$ cat src/rtl/fb_pkg.sv
// Shared frame-buffer constants, pixel formats and the buffer-swap state type
// for the camera frame-buffer read path.
package fb_pkg;

  localparam int FB_WIDTH  = 240;
  localparam int FB_HEIGHT = 320;
  localparam int FB_ADDR_W = 17;

  typedef struct packed {
    logic [4:0] r;
    logic [5:0] g;
    logic [4:0] b;
  } rgb565_t;

  typedef struct packed {
    logic [7:0] r;
    logic [7:0] g;
    logic [7:0] b;
  } rgb888_t;

  // Timing bundle carried alongside the BRAM read so it stays cycle-aligned.
  typedef struct packed {
    logic rd;
    logic hsync;
    logic vsync;
    logic active;
  } sideband_t;

  typedef enum logic {
    IDLE    = 1'b0,
    PENDING = 1'b1
  } swap_state_t;

  // Bit replication maps full-scale 565 components onto full-scale 888.
  function automatic rgb888_t rgb565_to_888(rgb565_t p);
    rgb888_t o;
    o.r = {p.r, p.r[4:2]};
    o.g = {p.g, p.g[5:4]};
    o.b = {p.b, p.b[4:2]};
    return o;
  endfunction

endpackage

$ cat src/rtl/fb_read_pipeline_if.sv
// BRAM read port between the frame-buffer read pipeline (master) and the
// double-buffered camera frame buffer (slave).
interface fb_read_pipeline_if
  import fb_pkg::*;
#(
  parameter int ADDR_W = FB_ADDR_W
) ();

  logic [ADDR_W-1:0] fb_addr;
  logic              fb_sel;
  logic              fb_rd_en;
  logic [15:0]       fb_data;

  modport master (output fb_addr, output fb_sel, output fb_rd_en, input fb_data);
  modport slave  (input fb_addr, input fb_sel, input fb_rd_en, output fb_data);

endinterface

$ cat src/rtl/sideband_delay.sv
// Fixed-depth shift register with synchronous active-low reset, used to carry
// timing flags across the BRAM read latency.
module sideband_delay #(
  parameter int WIDTH = 4,
  parameter int DEPTH = 2
) (
  input  logic             clk,
  input  logic             rst_n,
  input  logic [WIDTH-1:0] d_i,
  output logic [WIDTH-1:0] q_o
);

  logic [WIDTH-1:0] stage_q [DEPTH];

  // NOTE: every stage is cleared on reset so stale sync flags never leak out
  // after reset release; this is a small shift register, not a RAM.
  always_ff @(posedge clk) begin
    if (!rst_n) begin
      for (int i = 0; i < DEPTH; i++) stage_q[i] <= '0;
    end else begin
      stage_q[0] <= d_i;
      for (int i = 1; i < DEPTH; i++) stage_q[i] <= stage_q[i-1];
    end
  end

  assign q_o = stage_q[DEPTH-1];

endmodule

$ cat src/rtl/fb_read_pipeline.sv
// Camera frame-buffer read pipeline: scaled coordinates -> BRAM address, timing
// aligned to the BRAM latency, RGB565 -> RGB888, and frame-boundary buffer swap.
module fb_read_pipeline
  import fb_pkg::*;
#(
  parameter int RAM_LATENCY = 2
) (
  input  logic                clk_in,
  input  logic                rst_n_in,
  input  logic [10:0]         hcount_in,
  input  logic [9:0]          vcount_in,
  input  logic                hsync_in,
  input  logic                vsync_in,
  input  logic                active_draw_in,
  input  logic [10:0]         scaled_hcount_in,
  input  logic [9:0]          scaled_vcount_in,
  input  logic                valid_addr_in,
  input  logic                frame_ready_in,
  output logic                frame_ack_out,
  output logic                write_buf_out,
  output logic                display_buf_out,
  fb_read_pipeline_if.master  fb_bus,
  output logic [7:0]          red_out,
  output logic [7:0]          green_out,
  output logic [7:0]          blue_out,
  output logic                hsync_out,
  output logic                vsync_out,
  output logic                active_draw_out
);

  swap_state_t state_q, state_d;
  logic        disp_q, disp_d;
  logic        ack_q, ack_d;
  logic        vsync_prev_q;
  logic        vsync_rise;

  logic                 rd_a;
  logic [17:0]          addr_full;
  logic [FB_ADDR_W-1:0] addr_q;
  logic                 sel_q;
  sideband_t            side_a_q, side_b;
  rgb888_t              pix888;
  logic                 unused_inputs;

  // Raw counts are not forwarded; the product never exceeds 17 bits in range.
  assign unused_inputs = ^{hcount_in, vcount_in, addr_full[17]};

  assign vsync_rise = vsync_in & ~vsync_prev_q;

  // NOTE: every combinational output gets a default first, so no path
  // through the case can leave a latch behind.
  always_comb begin
    state_d = state_q;
    disp_d  = disp_q;
    ack_d   = 1'b0;
    case (state_q)
      IDLE: begin
        if (frame_ready_in && vsync_rise) begin
          disp_d = ~disp_q;
          ack_d  = 1'b1;
        end else if (frame_ready_in) begin
          state_d = PENDING;
        end
      end
      PENDING: begin
        if (vsync_rise) begin
          disp_d  = ~disp_q;
          ack_d   = 1'b1;
          state_d = IDLE;
        end
      end
      default: state_d = IDLE;
    endcase
  end

  // NOTE: state registers use non-blocking assignments so every flop samples
  // pre-edge values regardless of statement order.
  always_ff @(posedge clk_in) begin
    if (!rst_n_in) begin
      state_q      <= IDLE;
      disp_q       <= 1'b0;
      ack_q        <= 1'b0;
      vsync_prev_q <= 1'b1;
    end else begin
      state_q      <= state_d;
      disp_q       <= disp_d;
      ack_q        <= ack_d;
      vsync_prev_q <= vsync_in;
    end
  end

  assign frame_ack_out   = ack_q;
  assign display_buf_out = disp_q;
  assign write_buf_out   = ~disp_q;

  assign rd_a      = valid_addr_in & active_draw_in;
  assign addr_full = 18'(scaled_vcount_in) * 18'(FB_WIDTH) + 18'(scaled_hcount_in);

  always_ff @(posedge clk_in) begin
    if (!rst_n_in) begin
      addr_q   <= '0;
      sel_q    <= 1'b0;
      side_a_q <= '0;
    end else begin
      addr_q   <= rd_a ? addr_full[FB_ADDR_W-1:0] : '0;
      sel_q    <= disp_q;
      side_a_q <= '{rd: rd_a, hsync: hsync_in, vsync: vsync_in, active: active_draw_in};
    end
  end

  assign fb_bus.fb_addr  = addr_q;
  assign fb_bus.fb_sel   = sel_q;
  assign fb_bus.fb_rd_en = side_a_q.rd;

  sideband_delay #(
    .WIDTH ($bits(sideband_t)),
    .DEPTH (RAM_LATENCY)
  ) u_sideband_delay (
    .clk   (clk_in),
    .rst_n (rst_n_in),
    .d_i   (side_a_q),
    .q_o   (side_b)
  );

  assign pix888 = rgb565_to_888(rgb565_t'(fb_bus.fb_data));

  always_ff @(posedge clk_in) begin
    if (!rst_n_in) begin
      red_out         <= '0;
      green_out       <= '0;
      blue_out        <= '0;
      hsync_out       <= 1'b0;
      vsync_out       <= 1'b0;
      active_draw_out <= 1'b0;
    end else begin
      red_out         <= side_b.rd ? pix888.r : '0;
      green_out       <= side_b.rd ? pix888.g : '0;
      blue_out        <= side_b.rd ? pix888.b : '0;
      hsync_out       <= side_b.hsync;
      vsync_out       <= side_b.vsync;
      active_draw_out <= side_b.active;
    end
  end

endmodule
$ cat src/flat_wrapper.sv
// flat-port wrapper written by rule: the top's interface ports become plain ports
module fb_read_pipeline_flat import fb_pkg::*;
#(
  parameter int RAM_LATENCY = 2
)
  (clk_in, rst_n_in, hcount_in, vcount_in, hsync_in, vsync_in, active_draw_in, scaled_hcount_in, scaled_vcount_in, valid_addr_in, frame_ready_in, frame_ack_out, write_buf_out, display_buf_out, red_out, green_out, blue_out, hsync_out, vsync_out, active_draw_out, fb_bus_fb_addr, fb_bus_fb_sel, fb_bus_fb_rd_en, fb_bus_fb_data);
  fb_read_pipeline_if fb_bus_i ();
  input  logic clk_in;
  input  logic rst_n_in;
  input  logic [10:0] hcount_in;
  input  logic [9:0] vcount_in;
  input  logic hsync_in;
  input  logic vsync_in;
  input  logic active_draw_in;
  input  logic [10:0] scaled_hcount_in;
  input  logic [9:0] scaled_vcount_in;
  input  logic valid_addr_in;
  input  logic frame_ready_in;
  output logic frame_ack_out;
  output logic write_buf_out;
  output logic display_buf_out;
  output logic [7:0] red_out;
  output logic [7:0] green_out;
  output logic [7:0] blue_out;
  output logic hsync_out;
  output logic vsync_out;
  output logic active_draw_out;
  output wire logic [$bits(fb_bus_i.fb_addr)-1:0] fb_bus_fb_addr;
  output wire logic [$bits(fb_bus_i.fb_sel)-1:0] fb_bus_fb_sel;
  output wire logic [$bits(fb_bus_i.fb_rd_en)-1:0] fb_bus_fb_rd_en;
  input wire logic [$bits(fb_bus_i.fb_data)-1:0] fb_bus_fb_data;
  assign fb_bus_fb_addr = fb_bus_i.fb_addr;
  assign fb_bus_fb_sel = fb_bus_i.fb_sel;
  assign fb_bus_fb_rd_en = fb_bus_i.fb_rd_en;
  assign fb_bus_i.fb_data = fb_bus_fb_data;
  fb_read_pipeline #(.RAM_LATENCY(RAM_LATENCY)) u_core (.clk_in(clk_in), .rst_n_in(rst_n_in), .hcount_in(hcount_in), .vcount_in(vcount_in), .hsync_in(hsync_in), .vsync_in(vsync_in), .active_draw_in(active_draw_in), .scaled_hcount_in(scaled_hcount_in), .scaled_vcount_in(scaled_vcount_in), .valid_addr_in(valid_addr_in), .frame_ready_in(frame_ready_in), .frame_ack_out(frame_ack_out), .write_buf_out(write_buf_out), .display_buf_out(display_buf_out), .fb_bus(fb_bus_i), .red_out(red_out), .green_out(green_out), .blue_out(blue_out), .hsync_out(hsync_out), .vsync_out(vsync_out), .active_draw_out(active_draw_out));
endmodule
$ cat config.mk
export PLATFORM = sky130hd
export DESIGN_NAME = fb_read_pipeline_flat
export DESIGN_NICKNAME = d
export VERILOG_FILES = /design/src/rtl/fb_pkg.sv /design/src/rtl/fb_read_pipeline_if.sv /design/src/rtl/sideband_delay.sv /design/src/rtl/fb_read_pipeline.sv /design/src/flat_wrapper.sv
export SDC_FILE = /design/constraint.sdc
export NUM_CORES = 1
export LEC_CHECK = 0
export CORE_MARGIN = 1
export CORE_UTILIZATION = 45
export CTS_CLUSTER_DIAMETER = 60
export DETAILED_ROUTE_END_ITERATION = 6
export DONT_BUFFER_PORTS = 1
export PLACE_DENSITY_LB_ADDON = 0.15
export SYNTH_ARGS = -nofsm -noshare
export SYNTH_HDL_FRONTEND = slang
export SYNTH_SLANG_ARGS = --single-unit
$ cat constraint.sdc
create_clock -name clk_in -period 4.6 [get_ports clk_in]
set_input_delay 0.92 -clock clk_in [delete_from_list [all_inputs] [get_ports clk_in]]
set_output_delay 0.92 -clock clk_in [all_outputs]
set_load 0.005 [all_outputs]
Word level (Yosys, flattened, before mapping)
Memories as Yosys holds them, arrays and structs flattened.
Cells that the tools add are included.
{"block": "totals", "register_bits": 53, "ram_bits": 8, "input_bits": 65, "output_inout_bits": 49, "elab_cells": 46, "mem_count": 1}
{"name": "u_core.u_sideband_delay.stage_q", "depth": 2, "width": 4, "read_ports": 2, "rd_ports_with_merged_regs": 0, "wr": 2, "line": "sideband_delay.sv:13", "source": "logic [WIDTH-1:0] stage_q [DEPTH];"}
{"block": "op_classes", "addsub": 1, "n_mul": 1, "eq_ne": 2, "n_mux": 14, "n_bitwise": 7, "reduce_logical": 4}
{"op": "adder 17 x 11 -> 17 bit", "count": 1}
{"op": "multiplier 10 x 4 -> 13 bit (second input constant)", "count": 1}
{"op": "2-to-1 mux 1 bit", "count": 9}
{"op": "2-to-1 mux 4 bit", "count": 2}
{"op": "one-hot mux 1 bit (2 select lines)", "count": 3}
{"op": "AND reduction 2 bit", "count": 3}
{"op": "inverter 1 bit", "count": 3}
{"op": "bitwise AND 1 bit", "count": 2}
{"op": "!= test 2 x 1 -> 1 bit (second input constant)", "count": 1}
{"op": "!= test 2 bit (second input constant)", "count": 1}
{"op": "bitwise OR 1 bit", "count": 2}
{"op": "logical AND 1 bit", "count": 1}

Logic depth before layout (Yosys ltp)
Gate-level depths: netlist of run 1.
{"block": "depth", "ltp_word": 5, "ltp_mapped": 16, "mapped_depth_nobuf": 16}

Hierarchy
A second synthesis of run 1 with hierarchy kept.
{"block": "unflattened", "hier_cells": 293, "hier_area_um2": 2901.5}
{"mod": "fb_read_pipeline", "n_inst": 1, "cells_each": 273, "area_per_inst_um2": 2661.3, "seq_area_each_um2": 900.9}
{"mod": "sideband_delay", "n_inst": 1, "cells_each": 20, "area_per_inst_um2": 240.2, "seq_area_each_um2": 160.2}

Worst setup path before layout of run 1
No wires, ideal clock.
{"block": "synth_path", "path_kind": "input to register", "start": "input port scaled_vcount_in[3]", "end": "register u_core.addr_q[14] (netlist: u_core.fb_bus.fb_addr[14])", "t_arrival_ns": 3.994, "path_slack_ns": 0.536, "stages": 11, "path_buffers": 0, "path_cell_list": "inv_1 > fa_1 > fa_1 > inv_1 > ha_1 > and3_1 > a2111o_1 > xor2_1 > nand2_1 > or3b_2 > a21oi_1"}
{"block": "synth_between", "elab_chain_cells": 2}
{"element": "start, declared", "line": "flat_wrapper.sv:16", "source": "input logic [9:0] scaled_vcount_in;"}
{"element": "multiplier 10 x 4 -> 13 bit", "line": "fb_read_pipeline.sv:97", "source": "assign addr_full = 18'(scaled_vcount_in) * 18'(FB_WIDTH) + 18'(scaled_hcount_in);"}
{"element": "adder 17 x 11 -> 17 bit", "line": "fb_read_pipeline.sv:97"}
{"element": "end signal, assigned", "line": "fb_read_pipeline.sv:105", "source": "addr_q <= rd_a ? addr_full[FB_ADDR_W-1:0] : '0;"}
{"element": "end, declared", "line": "fb_read_pipeline.sv:39", "source": "logic [FB_ADDR_W-1:0] addr_q;"}
No other way between the ends.
A chain may end at the register's enable or synchronous reset.

Worst setup path after layout of run 1
{"block": "layout_path", "start": "input port scaled_vcount_in[5]", "end": "register u_core.addr_q[14] (netlist: u_core.fb_bus.fb_addr[14])"}
The elaborated chain is that of the path after synthesis.

==> results.cfg, run 1 <==
[status]
status = finished clean

[global_routing]
grtUsageMet3_pct = 5.28
track_usage_pct = 14.5
grtUsageMet2_pct = 23.1
grt_pass1_vias = 1710
grt_max_degree = 35
busiest_layer = met2
grt-ovfl-total = 0
use_met1_pct = 18.9
antenna_found_initial = 0
grt_pass1_wl_um = 7480

[cells_and_area]
fillCellCount = 573
final_core_util_pct = 49.5
areaGrowthSynthToFinish_pct = 4.78
layout-drive-gt1-share_pct = 4.61
final_common_cell = dfxtp_1
final_cell_mix = dfxtp_1, inv_1, and2_1
postLayoutCellArea_um2 = 2960
num-nets-final = 386
antenna_cells = 0

[route]
drtAntennaViolNets = 0
routed_wirelength_um = 4540
drt_first_pass_iters = 4
vias_per_cell = 5.01
wl_per_cell_um = 12.7
vias = 1790
drtIter0Drc = 66
drc_errors = 0

[sta]
min_period_over_period_pct = 87.2
max-slew-margin-rel_pct = 72.8
fin_skew_ps = 7.90
setup_viol = 0
timing.fmax_mhz = 249
period_needed_ps = 4010
rsz0062_at_grt = false
whs_ps = 424
hold_violations = 0
drv_slew = 0
worst_slew_pin_slew_ps = 408
finalSetupTns_ps = 0

[critical_path]
r2r_setup_slack_ps = 3660
slowest_stage = fa_1
critical_path.max_fanout = 5
worstPathCellList = inv_1, fa_1, fa_1, inv_1, ha_1, and3_1, a2111o_1, xor2_1, nand2_1, or3b_2, a21oi_1
worstPathRequired_ps = 4810
slowest_delay_ps = 520
end_kind = flop
cp_top_family = adder cells
critical_path_class = primary input to flop
path_buf_inv = 2
crit_arrival_ps = 4220
critical_path.startpoint_type = primary input

[job]
max_cap_viol_count = 0

[cts]
cts_max_path_buffers = 2
clkTransAtPathRegs_ps = 90
cts_buffers = 5
cts.root.buffer_cell = clkbuf_8
post_cts_buffers = 0
cts_tree = built
cts_hold_buf = 0
htree_levels = 2
cts_resized = 0
cts.sinks = 53
clock_latency_ps = 290

[placed_design]
placed_area_um2 = 2840
io_buffers = 0
gp_congestion = 0.794
dp_hpwl_um = 3660

[power_and_ir_drop]
ir_worst_vdd_v = 0.000226
power.density_nw_per_um2 = 461
p_leak_nw = 1.41

[synthesis]
ys_seq_area_share_pct = 37.5
synthCells = 287
syn-num-nets = 392
netlist_area_um2 = 2830
yosysUniqueCellTypes = 37
synth_area_per_cell_um2 = 9.85
yosys_warnings = 0
synth_seq_cells = 53

[die]
boundaryPins = 114
start_util_pct = 47.2
die_h_um = 81.3
die_x_um = 81.3
fp-row-count = 28
die-area_um2 = 6600
core_region_area_um2 = 5990

[hold_path]
hp-class = flop to flop
## sequential cells by signal, indices dropped and copies added (netlist names)
| register | count |
|---|---|
| u_core.frame_ack_out | 1 |
| u_core.display_buf_out | 1 |
| u_core.active_draw_out | 1 |
| u_core.hsync_out | 1 |
| u_core.green_out | 6 |
| u_core.fb_bus.fb_sel | 1 |
| u_core.state_q | 1 |
| u_core.vsync_out | 1 |
| u_core.u_sideband_delay.stage_q | 8 |
| u_core.side_a_q | 3 |
| u_core.fb_bus.fb_rd_en | 1 |
| u_core.vsync_prev_q | 1 |
| u_core.blue_out | 5 |
| u_core.fb_bus.fb_addr | 17 |
| u_core.red_out | 5 |
## power by group
part	internal, mW	switching (mW)	total, mW
sequential	0.482	0.0127	0.495
clock	0.177	0.137	0.314
combinational	0.252	0.305	0.557
## worst paths after layout
| path | from | depth (start not counted) | to |
|---|---|---|---|
| hold / removal | u_core.vsync_prev_q | 1 | u_core.frame_ack_out |
| setup / recovery | scaled_vcount_in[5] | 11 | u_core.fb_bus.fb_addr[14] |
| hold reg to reg | u_core.vsync_prev_q | 1 | u_core.frame_ack_out |
| setup reg to reg | u_core.vsync_prev_q | 4 | u_core.display_buf_out |
## kinds of logic (layout without fill, tap and decap cells)
| group | count (synthesis) | count (layout) | share of synthesized area [%] |
|---|---|---|---|
| simple gates | 86 | 86 | 17.4 |
| flops | 53 | 53 | 37.5 |
| buf+inv | 51 | 46 | 7.83 |
| fa+ha+maj | 40 | 40 | 22.5 |
| compound gates | 40 | 40 | 9.34 |
| xor+xnor | 14 | 14 | 4.34 |
| mux | 3 | 3 | 1.06 |
## routing by layer
layer / part of all wire, % / vias to the layer above
li1: - / 910
met1: 48 / 828
met2: 45 / 48
met3: 6.2 / 4
met4: 0.48 / 0
met5: 0 / -
## synth_stat cells
| master | number | area share [%] |
|---|---|---|
| dfxtp_1 | 53 | 38 |
| inv_1 | 38 | 5.0 |
| and2_1 | 25 | 5.5 |
| ha_1 | 22 | 9.7 |
| and3_1 | 19 | 4.2 |
| fa_1 | 18 | 13 |
| nor2_1 | 14 | 1.9 |
| a21oi_1 | 11 | 1.9 |
| xnor2_1 | 10 | 3.1 |
| o21ai_0 | 9 | 1.6 |
| buf_4 | 8 | 2.1 |
| nand2_1 | 7 | 0.93 |
| clkbuf_1 | 5 | 0.66 |
| o21bai_1 | 5 | 1.3 |
| a21o_1 | 4 | 1.1 |
| nand2b_1 | 4 | 0.88 |
| xor2_1 | 4 | 1.2 |
| mux2i_1 | 3 | 1.1 |
| or3_1 | 3 | 0.66 |
| a21boi_0 | 2 | 0.53 |
| nand3_1 | 2 | 0.35 |
| nor2b_1 | 2 | 0.44 |
| nor3_1 | 2 | 0.35 |
| nor4_1 | 2 | 0.44 |
| o211ai_1 | 2 | 0.53 |
| o21a_1 | 2 | 0.53 |
| a2111o_1 | 1 | 0.40 |
| a211oi_1 | 1 | 0.27 |
| a21bo_2 | 1 | 0.35 |
| a221oi_2 | 1 | 0.53 |
| nand3b_1 | 1 | 0.27 |
| nor3b_1 | 1 | 0.27 |
| nor4_2 | 1 | 0.44 |
| o31ai_1 | 1 | 0.27 |
| or2_2 | 1 | 0.22 |
| or3b_2 | 1 | 0.31 |
| or4_1 | 1 | 0.27 |
## final cells by class
| type | count | area [um2] | share of cell area (%) |
|---|---|---|---|
| clock buffer | 6 | 82.6 | 2.79 |
| clock inverter | 2 | 37.5 | 1.27 |
| inverter | 38 | 143 | 4.81 |
| multi-input combinational | 183 | 1550 | 52.2 |
| sequential | 53 | 1060 | 35.8 |
| tap | 75 | 93.8 | 3.17 |
## metrics by stage
stage | setup WS, ps | instances | total power, mW
floorplan | 536 | 287 | 0.978
global placement | 295 | 349 | 1.06
detailed placement | 251 | 349 | 1.07
CTS | 542 | 357 | 1.38
global route | 338 | 357 | 1.48
finish | 588 | 357 | 1.37
No activity file was read; power rests on OpenSTA's default activity.
==> run 2, diff against run 1 <==
--- a/config.mk
+++ b/config.mk
@@ -7,10 +7,10 @@
 export LEC_CHECK = 0
 export CORE_MARGIN = 1
 export CORE_UTILIZATION = 45
-export CTS_CLUSTER_DIAMETER = 60
 export DETAILED_ROUTE_END_ITERATION = 6
 export DONT_BUFFER_PORTS = 1
-export PLACE_DENSITY_LB_ADDON = 0.15
+export GPL_ROUTABILITY_DRIVEN = 0
+export PLACE_DENSITY = 0.62
 export SYNTH_ARGS = -nofsm -noshare
 export SYNTH_HDL_FRONTEND = slang
 export SYNTH_SLANG_ARGS = --single-unit
==> run 2 against run 1 <==
Net effect:
- critical path depth unchanged
- utilization down 0.063 points
- total power is 0.23% lower
- clock skew shrank 4.8 ps
- via count is 0.89% lower
- routed wire length decreased by 2.0%
- combinational power barely moved
- global-route usage rose by 0.14 points
- sequential share of layout area hardly changed
- sequential power hardly changed
- setup slack better by 34 ps
- design area fell by 0.13%
- highest routed layer unchanged
==> results.cfg, run 2 (same netlist as run 1, synthesis figures left out) <==
[status]
status = finished clean

[critical_path]
critical_path.startpoint_type = primary input
worstReg2RegStart = u_core.vsync_prev_q
path_buf_inv = 2
slowest_stage = fa_1
end_kind = flop
critical_path_class = primary input to flop
cp_top_family = adder cells
r2r-end = u_core.display_buf_out
crit_path_end = u_core.fb_bus.fb_addr[14]
critical_path.max_fanout = 4
worstPathRequired_ps = 4820
startpoint = scaled_vcount_in[3]
cp.depth = 11
r2r_cells = 4
r2r_setup_slack_ps = 3650
crit_arrival_ps = 4200
slowest_delay_ps = 520
worstPathCellList = inv_1, fa_1, fa_1, inv_1, ha_1, and3_1, a2111o_1, xor2_1, nand2_1, or3b_2, a21oi_1

[cells_and_area]
fillCellCount = 596
regArea_um2 = 1060
layout-drive-gt1-share_pct = 4.26
final_cell_mix = dfxtp_1, inv_1, and2_1
num-nets-final = 386
final_common_cell = dfxtp_1
final_cells = 357
areaGrowthSynthToFinish_pct = 4.65
largest_register_ffs = 17
antenna_cells = 0
multiInputGateArea_um2 = 1550

[sta]
whs_ps = 435
hold_violations = 0
max-slew-margin-rel_pct = 70.7
period_needed_ps = 3980
finalSetupTns_ps = 0
timing.fmax_mhz = 251
worst_slew_pin_slew_ps = 439
setup_viol = 0
rsz0062_at_grt = false
drv_slew = 0
min_period_over_period_pct = 86.5
fin_skew_ps = 3.15

[global_routing]
grt_pass1_wl_um = 7530
grt_max_degree = 35
grt-ovfl-total = 0
track_usage_pct = 14.7
antenna_found_initial = 0
grt_pass1_vias = 1693

[power_and_ir_drop]
power.density_nw_per_um2 = 460
p_leak_nw = 1.41
ir_worst_vdd_v = 0.000252

[route]
routed.top_layer = met4
routed_wirelength_um = 4450
drtAntennaViolNets = 0
vias_per_cell = 4.97
drc_errors = 0
drtIter0Drc = 46
routedLengthMet1_um = 2100
drt_first_pass_iters = 4
wl_met3_um = 286
wl_met2_um = 2020
vias = 1774
wl_per_cell_um = 12.5

[die]
boundaryPins = 114
die_h_um = 81.3
start_util_pct = 47.2
fp-row-count = 28
die-area_um2 = 6600
die_x_um = 81.3
core_region_area_um2 = 5990

[hold_path]
hp-class = flop to flop
hp-start = u_core.vsync_prev_q

[cts]
clkTransAtPathRegs_ps = 90
cts_hold_buf = 0
clock_latency_ps = 290
cts.root.buffer_cell = clkbuf_8
cts_max_path_buffers = 2
cts_buffers = 5
htree_levels = 2
cts.sinks = 53
cts_tree = built
cts_resized = 0
post_cts_buffers = 0

[placed_design]
dp_hpwl_um = 3610
dp.cells = 349
io_buffers = 0

[job]
max_cap_viol_count = 0
[run 2: area by class of cell]
cell class	instances	share of cell area (%)
Inverter	38	4.82
Clock inverter	1	1.01
Multi-Input combinational cell	183	52.2
Clock buffer	7	2.92
Tap cell	75	3.17
Sequential cell	53	35.9
[run 2: worst min-delay path by stage]
stage	endpoint	slack, ps	cells past startpoint
6_report	u_core.frame_ack_out	440	1
5_1_grt	u_core.vsync_out	450	1
4_1_cts	u_core.u_sideband_delay.stage_q[0][4]	440	1
3_5_place_dp	u_core.u_sideband_delay.stage_q[0][4]	420	1
3_3_place_gp	u_core.frame_ack_out	410	1
2_1_floorplan	u_core.frame_ack_out	400	1
[run 2: metrics by stage]
stage               total power, mW  area (um2)  setup slack [ps]  util [%]
detailed placement             1.07        2840               277      47.5
finish                         1.36        2960               621      49.4
floorplan                     0.978        2830               536         -
global placement               1.06        2840               297      47.5
global route                   1.49        2960               328      49.4
CTS                            1.38        2960               576      49.4
[run 2: routing by layer]
layer / track usage [%] / vias up
met5: 0 / -
met4: 3.21 / 0
met3: 4.72 / 4
met2: 24.3 / 56
met1: 18.5 / 808
li1: - / 906
[run 2: report_power, final]
group | switching [mW] | total (mW) | internal, mW
clock network | 0.135 | 0.312 | 0.177
registers | 0.0131 | 0.495 | 0.482
logic | 0.303 | 0.555 | 0.252
==> run 3, diff against run 2 <==
--- a/config.mk
+++ b/config.mk
@@ -6,11 +6,11 @@
 export NUM_CORES = 1
 export LEC_CHECK = 0
 export CORE_MARGIN = 1
-export CORE_UTILIZATION = 45
+export CORE_UTILIZATION = 61
 export DETAILED_ROUTE_END_ITERATION = 6
 export DONT_BUFFER_PORTS = 1
 export GPL_ROUTABILITY_DRIVEN = 0
-export PLACE_DENSITY = 0.62
+export PLACE_DENSITY = 0.79
 export SYNTH_ARGS = -nofsm -noshare
 export SYNTH_HDL_FRONTEND = slang
 export SYNTH_SLANG_ARGS = --single-unit
==> run 3 against run 2 <==
Net effect:
- sequential power hardly changed
- critical path type unchanged
- highest routed layer unchanged
- clock power is 4% lower
- largest cell class unchanged
- critical endpoint unchanged
- utilization is 17 points higher
- combinational power hardly changed
==> results.cfg, run 3 (same netlist as run 1, synthesis figures left out) <==
[hold_path]
hp-class = flop to flop
hp-start = u_core.vsync_prev_q
holdPathStages = 1
min_to = u_core.frame_ack_out

[route]
drt_first_pass_iters = 4
drtIter0Drc = 70
vias = 1801
drtAntennaViolNets = 0
vias_per_cell = 5.39
routed_wirelength_um = 4370
drc_errors = 0
wl_per_cell_um = 13.1

[sta]
finalSetupTns_ps = 0
period_needed_ps = 4010
fin_skew_ps = 9.80
timing.fmax_mhz = 250
max-slew-margin-rel_pct = 74.0
hold_violations = 0
worst_slew_pin_slew_ps = 389
drv_slew = 0
rsz0062_at_grt = false
min_period_over_period_pct = 87.1
setup_viol = 0

[placed_design]
placed_area_um2 = 2810
io_buffers = 0
dp_hpwl_um = 3490

[cells_and_area]
final_common_cell = dfxtp_1
layout-drive-gt1-share_pct = 4.26
final_cell_mix = dfxtp_1, inv_1, and2_1
antenna_cells = 0
fillCellCount = 380
areaGrowthSynthToFinish_pct = 3.45
num-nets-final = 386
postLayoutCellArea_um2 = 2930
largest_register_ffs = 17

[cts]
cts.sinks = 53
cts_hold_buf = 0
cts.root.buffer_cell = clkbuf_8
clock_latency_ps = 300
cts_max_path_buffers = 2
post_cts_buffers = 0
cts_buffers = 5
cts_tree = built
clkTransAtPathRegs_ps = 90
htree_levels = 2
cts_resized = 0

[power_and_ir_drop]
ir_worst_vdd_v = 0.000293
p_leak_nw = 1.41
power.density_nw_per_um2 = 462

[status]
status = finished clean

[critical_path]
worstPathCellList = inv_1, fa_1, fa_1, inv_1, ha_1, and3_1, a2111o_1, xor2_1, nand2_1, or3b_2, a21oi_1
r2r-end = u_core.display_buf_out
r2r_cells = 4
crit_arrival_ps = 4220
critical_path.max_fanout = 4
slowest_stage = fa_1
worstPathRequired_ps = 4820
worstReg2RegStart = u_core.vsync_prev_q
critical_path_class = primary input to flop
r2r_setup_slack_ps = 3670
critical_path.startpoint_type = primary input
end_kind = flop
slowest_delay_ps = 520

[die]
start_util_pct = 64.1
fp-row-count = 24
die_h_um = 70.1
boundaryPins = 114
die_x_um = 70.1
die-area_um2 = 4910
core_region_area_um2 = 4410

[global_routing]
grt_pass1_wl_um = 7330
track_usage_pct = 18.8
grt_pass1_vias = 1685
grt_max_degree = 35
grt-ovfl-total = 0
antenna_found_initial = 0

[job]
max_cap_viol_count = 0
-- run 3: worst max-delay path by stage --
stage	from	end	depth (start not counted)
3_3_place_gp	scaled_vcount_in[3]	u_core.fb_bus.fb_addr[14]	11
2_1_floorplan	scaled_vcount_in[3]	u_core.fb_bus.fb_addr[14]	11
5_1_grt	scaled_vcount_in[3]	u_core.fb_bus.fb_addr[15]	16
4_1_cts	scaled_vcount_in[3]	u_core.fb_bus.fb_addr[14]	15
3_5_place_dp	scaled_vcount_in[3]	u_core.fb_bus.fb_addr[15]	14
6_report	scaled_vcount_in[3]	u_core.fb_bus.fb_addr[14]	11
-- run 3: per-stage QoR --
stage / instances / setup WS (ps) / hold WS [ps] / utilization, % / power (mW)
2_1_floorplan: 287 / 536 / 399 / - / 0.978
3_3_place_gp: 326 / 327 / 409 / 63.7 / 1.05
3_5_place_dp: 326 / 274 / 414 / 63.7 / 1.06
4_1_cts: 334 / 570 / 428 / 66.3 / 1.36
5_1_grt: 334 / 335 / 455 / 66.3 / 1.46
6_report: 334 / 593 / 426 / 66.3 / 1.35
-- run 3: power by group --
group / switching (mW) / leakage, nW / internal, mW
sequential: 0.0122 / 0.431 / 0.482
clock: 0.137 / 0.0554 / 0.163
combinational: 0.305 / 0.921 / 0.252
total: 0.454 / 1.41 / 0.897
-- run 3: worst max-delay path, delay by kind of cell --
kind	cells	cell delay (ps)
XOR/XNOR	1	280
adder cells (fa/ha/maj)	3	1340
buffers and inverters	2	220
AO/OA/AOI/OAI	2	630
AND/OR/NAND/NOR	3	830
-- run 3: metal layers --
metal / part of all wire, % / wire length, um / vias up / global-route usage [%]
met4: 0.32 / 14 / 0 / 4.00
met3: 7.5 / 330 / 2 / 6.64
met1: 45 / 1960 / 829 / 24.0
met5: 0 / 0 / - / 0
li1: - / - / 907 / -
met2: 47 / 2070 / 63 / 30.7
-- run 3: layout make-up --
class                      count  area (um2)  share of cell area (%)
clock inverter                 2        38.8                    1.33
clock buffer                   6        72.6                    2.48
inverter                      38         143                    4.88
tap                           52        65.1                    2.22
multi-input combinational    183        1550                    52.8
sequential                    53        1060                    36.3
